[src/rtl/tick_bcd_display.sv]
// tick_bcd_display: synchronizes the divider's slow level, counts its rising
// edges on a 4-digit BCD up/down counter, and scans the digits onto a
// common-anode 7-segment display (active-low anodes and segments).
module tick_bcd_display #(
    parameter int SCAN_BITS = 17
) (
    input  logic        clk,
    input  logic        RESET,
    input  logic        cnt_in,
    input  logic        en,
    input  logic        up,
    input  logic        ld,
    input  logic [15:0] ld_val,
    output logic [15:0] bcd,
    output logic        tc,
    output logic [3:0]  an,
    output logic [6:0]  seg
);

    // Synchronizer chain and edge detector
    logic s1, s2, s3;
    logic tick;

    // Counter next-state
    logic [15:0] ld_clamped;
    logic [15:0] inc_val;
    logic [15:0] dec_val;
    logic        inc_wrap;
    logic        dec_wrap;
    logic [15:0] bcd_next;
    logic        tc_next;

    // Display scan
    logic [SCAN_BITS-1:0] scan;
    logic [1:0]           dsel;
    logic [3:0]           digit;
    logic [3:0]           an_next;
    logic [6:0]           seg_next;

    // Active-low gfedcba glyphs; anything outside 0-9 is blanked.
    function automatic logic [6:0] decode(input logic [3:0] d);
        logic [6:0] g;
        case (d)
            4'd0:    g = 7'b1000000;
            4'd1:    g = 7'b1111001;
            4'd2:    g = 7'b0100100;
            4'd3:    g = 7'b0110000;
            4'd4:    g = 7'b0011001;
            4'd5:    g = 7'b0010010;
            4'd6:    g = 7'b0000010;
            4'd7:    g = 7'b1111000;
            4'd8:    g = 7'b0000000;
            4'd9:    g = 7'b0010000;
            default: g = 7'b1111111;
        endcase
        return g;
    endfunction

    // Three-flop synchronizer; preset high so a level already high at reset
    // release is not mistaken for a rising edge.
    always_ff @(posedge clk or posedge RESET) begin
        if (RESET) begin
            s1 <= 1'b1;
            s2 <= 1'b1;
            s3 <= 1'b1;
        end else begin
            // NOTE: non-blocking assignments make the chain shift one stage
            // per clock; blocking ones would collapse it into a single flop.
            s1 <= cnt_in;
            s2 <= s1;
            s3 <= s2;
        end
    end

    assign tick = s2 & ~s3;

    // Digit-wise increment/decrement with ripple carry/borrow, plus load clamp.
    always_comb begin
        // NOTE: every comb output gets a default first so no path leaves it
        // unassigned, which would otherwise infer a latch.
        inc_val    = bcd;
        dec_val    = bcd;
        ld_clamped = ld_val;
        inc_wrap   = 1'b1;
        dec_wrap   = 1'b1;
        for (int i = 0; i < 4; i++) begin
            if (ld_val[4*i +: 4] > 4'd9) begin
                ld_clamped[4*i +: 4] = 4'd9;
            end
            if (inc_wrap) begin
                if (bcd[4*i +: 4] >= 4'd9) begin
                    inc_val[4*i +: 4] = 4'd0;
                end else begin
                    inc_val[4*i +: 4] = bcd[4*i +: 4] + 4'd1;
                    inc_wrap          = 1'b0;
                end
            end
            if (dec_wrap) begin
                if (bcd[4*i +: 4] == 4'd0) begin
                    dec_val[4*i +: 4] = 4'd9;
                end else begin
                    dec_val[4*i +: 4] = bcd[4*i +: 4] - 4'd1;
                    dec_wrap          = 1'b0;
                end
            end
        end
    end

    // Per-edge priority: load, then enabled tick, then hold.
    always_comb begin
        bcd_next = bcd;
        tc_next  = 1'b0;
        if (ld) begin
            bcd_next = ld_clamped;
        end else if (tick && en) begin
            if (up) begin
                bcd_next = inc_val;
                tc_next  = inc_wrap;
            end else begin
                bcd_next = dec_val;
                tc_next  = dec_wrap;
            end
        end
    end

    // Count register and registered wrap pulse.
    always_ff @(posedge clk or posedge RESET) begin
        if (RESET) begin
            bcd <= 16'h0000;
            tc  <= 1'b0;
        end else begin
            bcd <= bcd_next;
            tc  <= tc_next;
        end
    end

    // Free-running scan counter; the top two bits pick the lit digit.
    always_ff @(posedge clk or posedge RESET) begin
        if (RESET) begin
            scan <= '0;
        end else begin
            scan <= scan + SCAN_BITS'(1);
        end
    end

    assign dsel = scan[SCAN_BITS-1 -: 2];

    // Anode and segment pattern for the currently selected digit.
    always_comb begin
        digit    = bcd[{dsel, 2'b00} +: 4];
        an_next  = ~(4'b0001 << dsel);
        seg_next = decode(digit);
    end

    // an and seg share one register stage so they always switch together.
    always_ff @(posedge clk or posedge RESET) begin
        if (RESET) begin
            an  <= 4'b1110;
            seg <= 7'b1000000;
        end else begin
            an  <= an_next;
            seg <= seg_next;
        end
    end

endmodule

[config.mk]
export PLATFORM = sky130hd
export DESIGN_NAME = tick_bcd_display
export DESIGN_NICKNAME = d
export VERILOG_FILES = /design/src/rtl/tick_bcd_display.sv
export SDC_FILE = /design/constraint.sdc
export NUM_CORES = 1
export LEC_CHECK = 0
export CORE_ASPECT_RATIO = 1.2
export CORE_UTILIZATION = 49
export DETAILED_ROUTE_END_ITERATION = 10
export MAX_ROUTING_LAYER = met4
export PLACE_DENSITY = 0.88
export SLEW_MARGIN = 20
export SYNTH_ARGS = -nofsm -noshare
export SYNTH_HDL_FRONTEND = slang
export SYNTH_SLANG_ARGS = --single-unit
[constraint.sdc]
create_clock -name clk -period 2.16 [get_ports clk]
set_input_delay 0.324 -clock clk [delete_from_list [all_inputs] [get_ports clk]]
set_output_delay 0.324 -clock clk [all_outputs]
set_load 0.01 [all_outputs]
==> results.cfg <==
[run_status]
status = finished with violations
violations = design-rule violations

[pwr]
powerDensity_mw_per_mm2 = 899
p_int_mw = 2.14
switching_share_pct = 38.4
pwr-share-comb_pct = 44.4
p_seq_share_pct = 35.9
peakVddDrop_mv = 0.504
switchingPower_mw = 1.34
clkPwrFrac_pct = 19.7
power.static_leakage_nw = 1.65

[layout]
instances_no_fill = 466
area_delta_synth_final_pct = 27.9
antenna_cells = 0
nets = 424
final_area_mm2 = 0.00387
drive_gt1_share_pct = 15.9

[timing]
period_minus_slack_ns = 2.08
setup_viol = 0
max_slew_margin_pct = 65.5
rsz0062_at_grt = no
finClkSkew_ns = 0.0120
whs_ns = 0.360
worst_slew_pin_slew_ns = 0.517
min_period_over_period_pct = 96.1
drv_slew = 0
hold_violations = 0
tns_ns = 0
fmax_mhz = 482

[cts]
ctsHoldBuffers = 0
cts_buffers = 5
clk_latency_ns = 0.31
clockBufferDepth = 2
post_cts_buffers = 0
ctsRootBufferMaster = clkbuf_8
cts_sinks = 48
cts_tree = built
clk_pin_slew_ns = 0.10
cts_resized = 0
htree_num_levels = 2

[place]
dpl_cell_area_mm2 = 0.00376
io_buffers = 49
dp.cells = 458
place_hpwl_um = 5640
gp_congestion = 0.899

[global_route]
grt_max_degree = 27
grt_pass1_wl_um = 12500
met2_usage_pct = 43.1
grt_pass1_vias = 2576
grt_util_met1_pct = 33.4
busiest_layer = met2
track_usage_pct = 26.0
use_met3_pct = 3.34
antenna_found_initial = 0
grt_overflow_total = 0

[worst_setup_path]
crit_family = simple AND/OR/NAND/NOR gates
r2r_setup_slack_ns = 0.08
critPathBufInv = 1
worstPathArrival_ns = 2.30
crit_chain = inv_1, ha_1, or3b_1, a311o_1, nand4_2, mux2i_1
r2r-end = bcd[13]$_DFFE_PP0P_
setup.worst_path.start = bcd[4]$_DFFE_PP0P_
worstPathMaxFanout = 7
worst_path_largest_cell_delay_ns = 0.45
r2r_cells = 6
cp_slowest_cell = dfrtp_1
timing.rr.start = bcd[4]$_DFFE_PP0P_
cp.required_ns = 2.38
crit_type = flop to flop
end_kind = flop
start_kind = flop

[synthesis]
synth-edff-count = 0
yosysWarnings = 0
synth_top_cell_by_area = dfrtp_1
synth_flop_cell = dfrtp_1
synth_compound_area_share_pct = 18.1
yosys.area.top_type_share_pct = 33.9
synth_xor_area_share_pct = 5.49
synthAdderAreaFrac_pct = 7.85
synthTopCellsByCount = 41 x dfrtp_1, 31 x nor2_1, 20 x inv_1, 19 x ha_1, 18 x o21ai_0
avgSynthCellArea_um2 = 9.56
synth_area_mm2 = 0.00303
postSynthRegisterBits = 48
ys_seq_area_share_pct = 39.9
syn_inst = 317
synth_top_family_by_area = simple AND/OR/NAND/NOR gates
synthTopCellsByArea = dfrtp_1 34%, ha_1 7.8%, dfstp_2 6.1%, nor2_1 3.8%, xnor2_1 3.8%
synth_nets = 358
synthMuxAreaShare_pct = 4.25
synthDistinctLibCells = 60
synth-async-reset-ratio_pct = 100
yosys.area_share.simple_pct = 19.7
synth_most_common_cell = dfrtp_1

[routing]
antenna_left = 0
drc = 4
routedWlPerCell_um = 16.4
routed_wl_um = 7660
firstDrtPassIters = 8
routed_via_density = 5.83
dr.first_iter.drc_count = 225
vias = 2719

[floorplanning]
rows = 31
design.core.area_mm2 = 0.00601
die-area_mm2 = 0.00650
die_y_um = 88.1
initial_core_util_pct = 50.4
pin_count = 50
fp.dieW_um = 73.8

[hold_path]
min_path_type = primary input to asynchronous set/reset pin

[flow_run]
maxCapViolCount = 0
metrics by stage:
| step | setup slack, ns | utilization [%] | power (mW) |
|---|---|---|---|
| 2_1_floorplan | 0.0966 | - | 2.09 |
| 3_3_place_gp | 0.176 | 62.5 | 2.72 |
| 3_5_place_dp | 0.111 | 62.5 | 2.78 |
| 4_1_cts | 0.101 | 64.4 | 3.47 |
| 5_1_grt | 0.0110 | 64.5 | 3.67 |
| 6_report | 0.0833 | 64.5 | 3.48 |
cell families (layout without fill, tap and decap cells):
| group | after synthesis | after routing |
|---|---|---|
| AOI/OAI and AO/OA | 78 | 78 |
| xor gates and xnor gates | 19 | 19 |
| adders and majority gates | 19 | 19 |
| buffers and inverters | 35 | 102 |
| DFF | 48 | 48 |
| muxes | 9 | 9 |
| and+or+nand+nor | 109 | 109 |
cell usage in the layout, fill, tap and decap left out, types with 6 or more instances in the layout:
master and instances:
inv_1 19, nand3_1 14, xnor2_1 13, clkdlybuf4s50_1 49
dfrtp_1 41, dfstp_2 7, nand2_1 17, buf_4 24
o21ai_0 18, a21oi_1 12, ha_1 18, nor2_1 31
xor2_1 6, nor3_1 6, and3_1 7
per-layer routing:
layer | up-vias | part of all wire (%)
li1 | 1269 | -
met1 | 1326 | 43
met2 | 109 | 50
met3 | 15 | 4.8
met4 | 0 | 2.0
met5 | - | 0
how the worst max path moves through the flow:
stage	endpoint	slack [ns]	cells past startpoint
2_1_floorplan	bcd[13]$_DFFE_PP0P_	0.1	7
6_report	bcd[13]$_DFFE_PP0P_	0.08	6
5_1_grt	bcd[10]$_DFFE_PP0P_	0.01	7
3_5_place_dp	bcd[14]$_DFFE_PP0P_	0.11	7
4_1_cts	bcd[14]$_DFFE_PP0P_	0.10	7
3_3_place_gp	bcd[14]$_DFFE_PP0P_	0.18	6
flip-flops by register name, summed over array words and instances, names as in the netlist:
name / cells
an: 4
bcd: 16
s1: 1
s2: 1
s3: 1
scan: 17
seg: 7
tc: 1
layout make-up:
| class | count | area, µm² |
|---|---|---|
| well taps | 82 | 103 |
| clock buffers | 5 | 68.8 |
| repair buffers | 74 | 691 |
| inverters | 20 | 75.1 |
| fillers | 468 | 2140 |
| multi-input cells | 234 | 1680 |
| flip-flops and latches | 48 | 1210 |
| clock inverters | 3 | 46.3 |
power by group through the flow:
stage | combinational, mW | sequential, mW | clock [mW]
after global placement | 1.47 | 1.25 | 0
after CTS | 1.53 | 1.24 | 0.691
after floorplan | 0.838 | 1.25 | 0
after global routing | 1.67 | 1.27 | 0.727
final | 1.55 | 1.25 | 0.685
after detailed placement | 1.52 | 1.26 | 0
No activity file was read; power rests on OpenSTA's default activity.
==> edit (config.mk and constraints unchanged) <==
Remove the register `seg`: a continuous assignment takes its place, so the output `seg` follows one clock earlier.
--- a/src/rtl/tick_bcd_display.sv
+++ b/src/rtl/tick_bcd_display.sv
@@ -157,11 +157,11 @@
         if (RESET) begin
             an  <= 4'b1110;
-            seg <= 7'b1000000;
         end else begin
             an  <= an_next;
-            seg <= seg_next;
         end
     end
 
+    assign seg = seg_next;
+
 endmodule
 
Formal check against the unedited RTL: not equivalent (Yosys sat finds a counterexample within 4 cycles, from zero or initial values and one cycle with RESET high).
==> edit against the original RTL <==
  * The flow finishes with violations (negative setup slack)
  * Cell area increased by 6.6%
  * Setup slack got worse by 350 ps
  * Via count increased by 4.8%
  * Count of clock-buffer cells in the layout unchanged
  * Synthesized cell count decreased by 2.8%
  * Synthesized area decreased by 5.3%
  * First-iteration DRC count increased by 5.3%
  * Critical path depth increased by 1
  * Wire length increased by 10%
  * Sequential cell count decreased by 7
  * Power increased by 6.5%
  * Fmax decreased by 14%
  * Critical path type is now flop to output pin
==> edit: results (changes against the original RTL) <==
share of cells above drive strength 1 31.1% (+15 points); via count 2,849 (+4.8%); failing checks negative setup slack; Largest regs scan (17), bcd (16), an (4); filler cell count 386 (-18%); Clock Path Buffers 2 (unchanged); HPWL after DPL 5810 µm (+3.1%); yosys warns 0 (unchanged); antenna cells 0 (unchanged); peak supply drop 0.639 mV (+27%); first-pass GRT wire length 13,200 µm (+5.4%); Slowest-stage cell, CP mux4_2; hold path start s1$_DFF_PP1_; CP max FO 4 (-3); Worst Skew 11.2 ps (-0.782 ps); Worst Path Arrival 2100 ps (-200 ps); vias in the first global route 2,684 (+4.2%); average cell area after synthesis 9.31 µm² (-2.6%); Routed WL 8440 µm (+10%); reg2reg start bcd[4]$_DFFE_PP0P_; I/O Buffers 49 (unchanged); largest net degree at the start of global routing 42 (+56%); Synth Net Count 349 (-2.5%); placed insts 459 (+0.22%); Slew @ Worst Pin 513 ps (-3.63 ps); number of vias per cell 6.00 (+2.8%); Async S/R FF share, synth 100% (unchanged); drt first pass iters 5 (-3); ys flop type dfrtp_1; post-synthesis sequential area ratio 36.0% (-3.9 points); overall routing resource usage 28.5% (+2.5 points); nets@finish 451 (+6.4%); Synth area leaders dfrtp_1 (31%), ha_1 (8.3%), dfstp_2 (5.5%); worst skew pair latency 300 ps; leakage power 1.80 nW (+9.1%); worst min path class flop to flop; Max stage delay on crit path 570 ps (+120 ps); Worst-path clk slew 90 ps; Initial DRC Count 237 (+5.3%); synth cell count leaders dfrtp_1 (35), inv_1 (26), nor2_1 (25); delay-heaviest family, CP multiplexers; clk root buf clkbuf_8; Netlist cell types 59 (-1.7%); status finished with violations; initial antenna violation count 0 (unchanged); Final GP Congestion 0.927 (+3.1%); fin worst setup slack -265 ps (-348 ps); Worst Setup SP scan[16]$_DFF_PP0_; htree depth 2 (unchanged); Num CTS Buffers 5 (unchanged); # setup viols final 7 (+7)
[edit: stage by stage]
stage          utilization (%)  hold WS, ps  TNS (ps)  setup WS (ps)  cell area (µm²)
6_report                  73.3          363     -1450           -265             4130
5_1_grt                   73.3          368     -1820           -300             4130
4_1_cts                   70.6          365     -1120           -207             3980
3_5_place_dp              66.4          353     -2580           -378             3740
3_3_place_gp              66.4          346     -1540           -266             3740
2_1_floorplan                -          328         0           30.5             2870
[edit: path summary, 6_finish.rpt]
path	to	slack (ps)	cells after the start
worst max-delay path	seg[0]	-270	7
worst min-delay path	s2$_DFF_PP1_	360	0
worst max register to register	bcd[11]$_DFFE_PP0P_	60	7
worst min register to register	s2$_DFF_PP1_	360	0
max in group asynchronous	scan[16]$_DFF_PP0_	1340	3
min in group asynchronous	tc$_DFF_PP0_	450	3
[edit: final cells by class]
type / instances / area share (%)
Sequential cell: 41 / 25.1
Inverter: 26 / 2.67
Multi-Input combinational cell: 230 / 45.1
Tap cell: 64 / 1.94
Clock inverter: 3 / 1.12
Timing Repair Buffer: 106 / 22.5
Clock buffer: 5 / 1.67
[edit: what timing repair did]
item / 4_1_cts / 5_1_grt
pin swaps: 15 / 11
setup buffers: 4 / 8
resized for setup: 61 / 34
setup endpoints to repair: 15 / 20
[edit: report_power, final]
group          switching, mW  internal, mW  total (mW)  leakage, nW
Combinational           1.08          1.05        2.13         1.24
Clock                  0.281         0.346       0.627       0.0543
Sequential            0.0784         0.874       0.952        0.507
[edit: kinds of logic (layout without fill, tap and decap cells)]
| kind of cell | count (synthesis) | count (layout) | share of synthesized area [%] |
|---|---|---|---|
| xor+xnor | 18 | 18 | 5.50 |
| fa+ha+maj | 19 | 19 | 8.29 |
| simple gates | 104 | 104 | 20.9 |
| compound gates | 82 | 82 | 19.2 |
| mux | 7 | 7 | 4.36 |
| buf+inv | 37 | 140 | 5.72 |
| flops | 41 | 41 | 36.0 |
[edit: metal layers]
layer  global-route usage [%]  wire length [µm]  vias to the layer above  part of all wire (%)
met5                        -                 0                        -                     0
met3                     3.41               354                       23                   4.2
li1                         -                 -                     1317                     -
met4                     10.7               263                        0                   3.1
met1                     34.0              3420                     1381                    41
met2                     49.3              4400                      128                    52
